<file path="config.mk">
export PLATFORM = sky130hd
export DESIGN_NAME = fetch_stage
export DESIGN_NICKNAME = d
export VERILOG_FILES = /design/src/rtl/fetch_pkg.sv /design/src/rtl/fetch_stage_branch_target.sv /design/src/rtl/fetch_stage.sv
export SDC_FILE = /design/constraint.sdc
export NUM_CORES = 1
export LEC_CHECK = 0
export ABC_AREA = 0
export CAP_MARGIN = 20
export CORE_ASPECT_RATIO = 0.6
export CORE_UTILIZATION = 37
export DETAILED_ROUTE_END_ITERATION = 12
export PLACE_DENSITY = 0.64
export SYNTH_ARGS = -nofsm -noshare
export SYNTH_HDL_FRONTEND = slang
export SYNTH_SLANG_ARGS = --single-unit
export TNS_END_PERCENT = 50
</file>
<file path="constraint.sdc">
create_clock -name clk -period 6.9 [get_ports clk]
set_input_delay 1.725 -clock clk [delete_from_list [all_inputs] [get_ports clk]]
set_output_delay 1.725 -clock clk [all_outputs]
set_load 0.02 [all_outputs]
</file>
<file path="src/rtl/fetch_pkg.sv">
// Shared fetch-stage types: NOP encoding, FSM states, immediate slices, IF/ID bundle.
// Optional squash-on-taken behaviour is enabled by BRANCH_FLUSH_EN.
package fetch_pkg;

  localparam logic [31:0] NOP_INSTR = 32'hD503201F;

  localparam int IMM26_MSB = 25;
  localparam int IMM26_LSB = 0;
  localparam int IMM19_MSB = 23;
  localparam int IMM19_LSB = 5;

  localparam int PC_MAX_W = 64;

  typedef enum logic [1:0] {
    BOOT = 2'd0,
    RUN  = 2'd1,
    HOLD = 2'd2
  } fetch_state_t;

  typedef struct packed {
    logic [31:0]         instr;
    logic [PC_MAX_W-1:0] pc;
    logic                valid;
  } if_id_t;

endpackage

</file>
<file path="src/rtl/fetch_stage_branch_target.sv">
// Branch target adder: pc + (sext(imm26 or imm19) << 2), modulo 2^PC_W.
module branch_target
  import fetch_pkg::*;
#(
  parameter int PC_W = 64
) (
  input  logic [PC_W-1:0] i_pc,
  input  logic [25:0]     i_imm,
  input  logic            i_uncond,
  output logic [PC_W-1:0] o_target
);

  logic [PC_W-1:0] w_off;

  always_comb begin
    if (i_uncond)
      w_off = PC_W'($signed(i_imm[IMM26_MSB:IMM26_LSB]));
    else
      w_off = PC_W'($signed(i_imm[IMM19_MSB:IMM19_LSB]));
  end

  assign o_target = i_pc + (w_off << 2);

endmodule

</file>
<file path="src/rtl/fetch_stage.sv">
// IF stage: PC register, BOOT/RUN/HOLD control and IF/ID register.
// Define BRANCH_FLUSH_EN to squash the word fetched alongside a taken branch.
module fetch_stage
  import fetch_pkg::*;
#(
  parameter int              PC_W     = 64,
  parameter logic [PC_W-1:0] RESET_PC = '0
) (
  input  logic            clk,
  input  logic            reset,
  input  logic            stall,
  input  logic            BrTaken,
  input  logic            UncondBr,
  output logic [PC_W-1:0] instr_addr,
  input  logic [31:0]     instr_rdata,
  output logic [31:0]     instructionID,
  output logic [PC_W-1:0] pcID,
  output logic            validID,
  output logic [PC_W-1:0] pc_plus4
);

  fetch_state_t    r_state;
  logic [PC_W-1:0] r_pc;
  if_id_t          r_ifid;

  logic [PC_W-1:0] w_pc4;
  logic [PC_W-1:0] w_target;
  logic            w_take;
  if_id_t          w_fetch;

  assign w_pc4  = r_pc + PC_W'(4);
  assign w_take = BrTaken && r_ifid.valid;

  branch_target #(.PC_W(PC_W)) u_bt (
    .i_pc     (pcID),
    .i_imm    (r_ifid.instr[25:0]),
    .i_uncond (UncondBr),
    .o_target (w_target)
  );

  always_comb begin
    w_fetch = '{instr: instr_rdata, pc: PC_MAX_W'(r_pc), valid: 1'b1};
`ifdef BRANCH_FLUSH_EN
    if (w_take) begin
      w_fetch.instr = NOP_INSTR;
      w_fetch.valid = 1'b0;
    end
`endif
  end

  always_ff @(posedge clk) begin
    if (reset) begin
      r_state <= BOOT;
      r_pc    <= RESET_PC;
      r_ifid  <= '{instr: NOP_INSTR, pc: '0, valid: 1'b0};
    end else begin
      unique case (r_state)
        BOOT: begin
          r_pc    <= w_pc4;
          r_ifid  <= '{instr: instr_rdata, pc: PC_MAX_W'(r_pc), valid: 1'b1};
          r_state <= RUN;
        end
        RUN, HOLD: begin
          // A stalled branch stays in ID and re-asserts after the stall.
          if (stall) begin
            r_state <= HOLD;
          end else begin
            r_pc    <= w_take ? w_target : w_pc4;
            r_ifid  <= w_fetch;
            r_state <= RUN;
          end
        end
        default: r_state <= BOOT;
      endcase
    end
  end

  assign instr_addr    = r_pc;
  assign instructionID = r_ifid.instr;
  assign pcID          = r_ifid.pc[PC_W-1:0];
  assign validID       = r_ifid.valid;
  assign pc_plus4      = w_pc4;

endmodule

</file>
# == Word-level counts from Yosys, hierarchy flattened ==
# Cells that the tools add are included.
# word_totals
input_bits,37
output_inout_bits,225
wordCells,23
ff_bits,163
# op_classes
eq_ne,3
n_mux,8
reduce_logical,5
addsub,2
# ops
cell,count
$pmux 97 s2,1
$mux 64,2
$pmux 64 s2,1
$mux 97,1
$add 64x3->64 const B,1
$add 64x64->64,1
$mux 62,1
$pmux 2 s2,1
$eq 2x1->1 const B,1
$eq 2x2->1 const B,1
$logic_not 2->1,1
$mux 2,1
$ne 2x2->1 const B,1
$reduce_and 2->1,1
$reduce_bool 2->1,1
$reduce_or 2->1,1
$logic_and 1x1->1,1

# == Longest topological paths before layout ==
# Gate-level depths: netlist of run 1.
# logic_depth
ltp_word,5
depth_mapped,15
mapped_depth_nobuf,12

# == Cells and area by module ==
# A second synthesis of run 1 with hierarchy kept.
# hier_totals
cells_unflattened,1724
area_unflattened_um2,12439.4
# modules_own_cells
module,seq_area_each_um2,instances,area_each_um2,cells_each
fetch_stage,3263.1,1,8460.6,1133
branch_target,0.0,1,3978.8,591

# == Worst setup path after synthesis of run 1 ==
# No wires, ideal clock.
# synth_timing
kind,input -> register
start,input UncondBr
end,register r_pc[63] (netlist: instr_addr[63])
arrival_ps,5183
n_path_buf,2
slack_ps,1585
stages,14
required_ps,6767
path_cell_list,clkbuf_1 > nand2b_1 > nand2_1 > ha_1 > clkbuf_1 > nand2_1 > nor2_1 > nand4_1 > o211ai_1 > a21oi_1 > o311a_1 > a211oi_1 > mux2i_1 > a31oi_1
# synth_via
elab_chain_cells,5
# synth_rtl
element,line_no,source
from (decl),fetch_stage.sv:13,"input logic UncondBr,"
$mux 62,fetch_stage_branch_target.sv:16,if (i_uncond)
$add 64x64->64,fetch_stage_branch_target.sv:22,assign o_target = i_pc + (w_off << 2);
$mux 64,fetch_stage.sv:68,r_pc <= w_take ? w_target : w_pc4;
$mux 64,fetch_stage.sv:65,if (stall) begin
$pmux 64 s2,fetch_stage.sv:57,unique case (r_state)
to (signal assigned),fetch_stage.sv:59,r_pc <= w_pc4;
to (signal assigned),fetch_stage.sv:68,
to (decl),fetch_stage.sv:23,logic [PC_W-1:0] r_pc;
# No other way between the ends. The select of a mux whose other input is x is not followed.
# A chain may end at the register's enable or synchronous reset.

# == Worst setup path in the final report of run 1 ==
# layout_timing
start,register r_pc[2] (netlist: instr_addr[2])
end,output pc_plus4[58]
# layout_via
elab_chain_cells,1
# layout_rtl
element,line_no,source
$add 64x3->64,fetch_stage.sv:31,assign w_pc4 = r_pc + PC_W'(4);
to (decl),fetch_stage.sv:19,output logic [PC_W-1:0] pc_plus4
# No other way between the ends.

==> reports/metrics.cfg, run 1 <==
[outcome]
outcome=finished, final reports clean

[setup_path]
crit_chain=ha_1 -> nand3_1 -> nor4_1 -> buf_4 -> or3b_2 -> nor3_2 -> nand4_1 -> xnor2_1 -> clkdlybuf4s50_1
slowest_stage=nor3_2
path_class=reg2out
slowest_delay_ns=0.86
setup.reg_to_reg.worst_slack_ns=2.53
arrival_ns=4.74
required_ns=5.18
start_kind=register
end_kind=primary output
crit_fanout=9

[die]
ios=262
fp-row-count=50
start_util_pct=37.6
die_y_um=140
dieArea_sq_mm=0.0325
core-area_sq_mm=0.0312
die_w_um=232

[place]
dp_hpwl_um=35400
gp_congestion=0.976
placed_area_sq_mm=0.0146
io_buffers=261
place_ws_ns=0.589

[drt]
wl_um=46900
vias=13102
avgViaCountPerCell=5.81
first_pass_iters=6
post_drt_wl_per_cell_um=20.8
drcViolationCount=0
detail-route-antenna-nets=0
drt_iter0_drc=1447

[layout]
area_growth_pct=29.4
num_antenna_cells=0
final_util_pct=48.7
stdcell_area_sq_mm=0.0152
drive_gt1_share_pct=4.89
final_cell_mix=nand2_1, clkdlybuf4s50_1, a21oi_1
layout_commonest_cell=nand2_1
final_net_count=1930

[yosys]
yosysWarnings=0
ys_types=66
ys_async_sr_fraction_pct=0
netlist_area_sq_mm=0.0117
synth_nets=1744
synth_edf_count=0
netlist_instances=1642
synth_ff_type=dfxtp_1
syn_area_per_cell_sq_um=7.15
yosysSeqAreaShare_pct=27.8
yosys_register_bits=163

[hold_path]
hp-class=reg2reg

[global_routing]
use_met1_pct=45.6
overflow=0
grt_use_met2_pct=37.7
grt_pass1_vias=11879
use_met3_pct=5.39
top_usage_layer=met1
gr-usage-all-layers_pct=28.6
grt_pass1_wl_um=71700
antenna_found_initial=0
grt_max_degree=81

[sta]
setup_slack_ns=0.436
relSlewSlack_pct=23.8
fin_crit_sh_pct=93.7
fin_setup_tns_ns=0
worst_slew_pin_slew_ns=1.13
setup_viol=0
drv_slew=0
max_freq_mhz=155
min_period_ns=6.46
timing.final.hold_violations=0
grt_setup_unrepaired=no
fin_worst_skew_ns=0.0125

[clocking]
clockBufferDepth=2
ctsHoldBuffers=0
cts-root-buf=clkbuf_16
cts_sinks=163
cts.repair.resized=0
cts_tree=done
clock_latency_ns=0.47
cts_buffers=17
post_cts_buffers=0
cts.clk_slew.worst_paths_ns=0.07
htree_num_levels=4

[power]
peakVddDrop_uv=203
p_per_area_mw_per_mm2=223
leakagePower_nw=5.74
report.power.total_w=0.00339

[job]
maxCapViolCount=0

==> flip-flops by register name (all words and copies together), names as in the netlist <==
name	cells
validID	1
pcID	64
instructionID	32
instr_addr	64
r_state	2
==> cells in the mapped netlist (4+ instances only) <==
| library cell | number | area [sq um] |
|---|---|---|
| nor2_1 | 118 | 443 |
| a211oi_1 | 19 | 143 |
| a31oi_1 | 13 | 81.3 |
| o21a_1 | 13 | 97.6 |
| nand3_1 | 37 | 185 |
| nor3b_1 | 5 | 37.5 |
| buf_2 | 5 | 25.0 |
| and2_1 | 8 | 50.1 |
| nand4_1 | 38 | 238 |
| nand2_1 | 330 | 1240 |
| inv_1 | 32 | 120 |
| a221oi_1 | 7 | 61.3 |
| a22oi_1 | 7 | 52.6 |
| nor4_1 | 15 | 93.8 |
| and4_1 | 8 | 70.1 |
| or3_1 | 12 | 75.1 |
| nor3_1 | 21 | 105 |
| nand3b_1 | 14 | 105 |
| a311oi_1 | 13 | 114 |
| a41oi_1 | 5 | 43.8 |
| xnor2_1 | 60 | 526 |
| nor2b_1 | 8 | 50.1 |
| buf_1 | 8 | 30.0 |
| xor2_1 | 43 | 377 |
| a21o_1 | 41 | 308 |
| o21bai_1 | 15 | 113 |
| dfxtp_1 | 163 | 3260 |
| or2_2 | 4 | 25.0 |
| and3_1 | 24 | 150 |
| a21oi_1 | 207 | 1040 |
| nand2b_1 | 5 | 31.3 |
| o211ai_1 | 7 | 52.6 |
| mux2i_1 | 4 | 40.0 |
| a21boi_0 | 4 | 30.0 |
| o22ai_1 | 16 | 100 |
| ha_1 | 64 | 801 |
| clkbuf_1 | 97 | 364 |
| o21ai_0 | 86 | 430 |
| or4_1 | 4 | 30.0 |
| mux2_2 | 20 | 225 |
==> critical path: cells and delay by family (launching register included) <==
family                   cells  cell delay, ns
XOR/XNOR                     1            0.27
buffers and inverters        2            0.88
adder cells (fa/ha/maj)      1            0.30
flip-flops                   1            0.47
AND/OR/NAND/NOR              5            2.34
==> layer usage <==
| layer | wire length (um) | share of wire (%) | vias to the layer above |
|---|---|---|---|
| met2 | 18100 | 39 | 595 |
| met3 | 4060 | 8.7 | 45 |
| met5 | 0 | 0 | - |
| li1 | - | - | 6233 |
| met1 | 24000 | 51 | 6229 |
| met4 | 777 | 1.7 | 0 |
==> where the power goes <==
group	switching, W	internal [W]	leakage (nW)	total, W
sequential	0.000139	0.00103	1.33	0.00117
combinational	0.000765	0.000483	4.12	0.00125
clock	0.000452	0.000523	0.282	0.000975
==> metrics by stage <==
| stage | hold slack, ns | instances |
|---|---|---|
| after floorplan | 0.530 | 1642 |
| after global placement | 0.444 | 2225 |
| after detailed placement | 0.450 | 2225 |
| after CTS | 0.460 | 2257 |
| after global routing | 0.473 | 2257 |
| final | 0.460 | 2257 |
==> logic make-up (layout without fill, tap and decap cells) <==
kind of cell,after synthesis,in the layout,synth area share (%)
flops,163,163,27.8
compound gates,481,481,24.7
xor+xnor,103,103,7.68
buf+inv,145,344,4.81
mux,24,24,2.26
fa+ha+maj,65,65,6.99
simple gates,661,661,25.7
==> final cells by class <==
class                   instances  area (sq um)
fillers                      3064         16000
multi-input cells            1334          7960
flip-flops and latches        163          3260
repair buffers                280          2750
well taps                     416           520
clock buffers                  20           457
clock inverters                12           121
inverters                      32           120
==> final timing paths <==
check	from	end	cells past startpoint
hold / removal	instructionID[29]	instructionID[29]	2
setup / recovery	instr_addr[2]	pc_plus4[58]	9
setup reg to reg	instr_addr[2]	instr_addr[58]	11
hold reg to reg	instructionID[29]	instructionID[29]	2
(Power assumes the default switching activity.)
==> run 2: changes to the inputs <==
- CORE_UTILIZATION: 37 -> 45
- PLACE_DENSITY: 0.64 -> 0.75
- SLEW_MARGIN: unset -> 20
==> reports/metrics.cfg, run 2 (synthesized netlist as in run 1, its figures left out) <==
[outcome]
outcome=finished, final reports clean

[setup_path]
crit_chain=nand4_1 -> or4_1 -> or3_4 -> nor3_2 -> nand3_1 -> nor2_1 -> xor2_1 -> clkdlybuf4s50_1
setup.worst_path.start=instr_addr[7]
arrival_ns=4.70  ; -0.04 ns
crit_fanout=9  ; unchanged
r2r_start=instr_addr[2]
slowest_stage=or4_1
ff2ff_path_depth=11  ; unchanged
required_ns=5.18  ; about the same
critPathBufInv=1  ; -1
critPathCapture=pc_plus4[63]
r2r-end=instr_addr[58]
critical-path-top-delay-family=simple AND/OR/NAND/NOR gates
setup.reg_to_reg.worst_slack_ns=2.68  ; +0.15 ns
start_kind=register
slowest_delay_ns=0.77  ; -0.09 ns
path_class=reg2out
end_kind=primary output
worstSetupPathDepth=8  ; -1

[global_routing]
grt_max_degree=86  ; +6.2%
overflow=0  ; unchanged
gr-usage-all-layers_pct=32.9  ; +4.4 points
grt_pass1_wl_um=69100  ; -3.6%
grt_pass1_vias=12029  ; +1.3%
antenna_found_initial=0  ; unchanged

[sta]
worst_slew_pin_slew_ns=1.03  ; -0.108 ns
drv_slew=0  ; unchanged
grt_setup_unrepaired=no
fin_setup_tns_ns=0  ; unchanged
max_freq_mhz=156  ; +0.53%
timing.final.hold_violations=0  ; unchanged
fin_worst_skew_ns=0.0122  ; -0.000300 ns
fin_crit_sh_pct=93.2  ; -0.50 points
relSlewSlack_pct=31.3  ; +7.4 points
setup_viol=0  ; unchanged
min_period_ns=6.43  ; -0.0343 ns

[drt]
avgViaCountPerCell=6.09  ; +4.9%
vias=13330  ; +1.7%
wl_um=45000  ; -4.0%
drcViolationCount=0  ; unchanged
drt_iter0_drc=1524  ; +5.3%
detail-route-antenna-nets=0  ; unchanged
post_drt_wl_per_cell_um=20.6  ; -1.1%
first_pass_iters=5  ; -1

[power]
leakagePower_nw=5.75  ; +0.18%
peakVddDrop_uv=146  ; -28%
p_per_area_mw_per_mm2=231  ; +3.3%

[layout]
layout_commonest_cell=nand2_1
multi_input_area_sq_mm=0.00796  ; about the same
fill_cells=2361  ; -23%
num_antenna_cells=0  ; unchanged
final_cell_mix=nand2_1, clkdlybuf4s50_1, a21oi_1
final_net_count=1929  ; -0.052%
final_cell_count_no_fill=2190  ; -3.0%
final-seq-area_sq_mm=0.00326  ; unchanged
drive_gt1_share_pct=4.73  ; -0.16 points
area_growth_pct=29.1

[place]
io_buffers=261  ; unchanged
dp_cells=2160  ; -2.9%
dp_hpwl_um=33600  ; -5.2%
gp_congestion=1.01  ; +3.0%

[die]
die_y_um=127  ; -9.2%
ios=262  ; unchanged
dieArea_sq_mm=0.0268  ; -18%
start_util_pct=46.2  ; +8.5 points
die_w_um=211  ; -9.2%
fp-row-count=45  ; -10%
core-area_sq_mm=0.0254  ; -18%

[clocking]
clockBufferDepth=2  ; unchanged
cts_tree=done
clock_latency_ns=0.46  ; about the same
cts_sinks=163  ; unchanged
cts_buffers=17  ; unchanged
cts-root-buf=clkbuf_16
cts.clk_slew.worst_paths_ns=0.07  ; about the same
htree_num_levels=4  ; unchanged

[hold_path]
hp-class=reg2reg

[job]
maxCapViolCount=0  ; unchanged

[run 2: through the flow]
| step | setup slack [ns] | utilization [%] | power, W | hold WS [ns] | area (sq um) |
|---|---|---|---|---|---|
| floorplan | 1.58 | - | 0.00190 | 0.530 | 11700 |
| detailed placement | 0.652 | 57.1 | 0.00241 | 0.460 | 14500 |
| global placement | 0.700 | 57.1 | 0.00239 | 0.445 | 14500 |
| global route | 0.360 | 59.6 | 0.00364 | 0.487 | 15200 |
| finish | 0.471 | 59.6 | 0.00350 | 0.470 | 15200 |
| CTS | 0.239 | 59.6 | 0.00348 | 0.470 | 15200 |
[run 2: layout make-up]
cell class	instances	share of cell area [%]
multi-input combinational	1334	52.5
sequential	163	21.5
timing repair buffer	279	18.1
tap	352	2.91
clock buffer	18	2.83
clock inverter	12	1.36
inverter	32	0.792
[run 2: timing repair]
item,4_1_cts,5_1_grt
hold buffers,0,0
gates resized for setup,0,1
setup buffers,0,0
endpoints found under the setup margin,0,1
[run 2: routing by layer]
layer / track usage [%] / vias up / wire length (um) / share of wire, %
met5: 0 / - / 0 / 0
li1: - / 6221 / - / -
met3: 8.28 / 60 / 5330 / 12
met4: 8.35 / 0 / 707 / 1.6
met2: 43.8 / 743 / 17300 / 38
met1: 51.2 / 6306 / 21600 / 48
[run 2: worst reg2reg max path: cells and delay by family, from the launching register on]
family          cells  cell delay [ns]
simple gates        7             2.63
flops               1             0.47
buf+inv             1             0.25
compound gates      2             0.45
fa+ha+maj           1             0.31
[run 2: worst min path at each step]
stage | to | start | slack (ns) | depth (start not counted)
finish | instructionID[29] | instructionID[29] | 0.47 | 2
global route | instructionID[29] | instructionID[29] | 0.49 | 2
CTS | instructionID[29] | instructionID[29] | 0.47 | 2
detailed placement | instructionID[31] | instructionID[31] | 0.46 | 2
global placement | instructionID[29] | instructionID[29] | 0.45 | 2
floorplan | r_state[0] | r_state[1] | 0.53 | 2
[run 2: where the power goes]
group          switching (W)  internal [W]
registers           0.000140       0.00103
logic               0.000762      0.000483
clock network       0.000439      0.000641
total                0.00134       0.00216
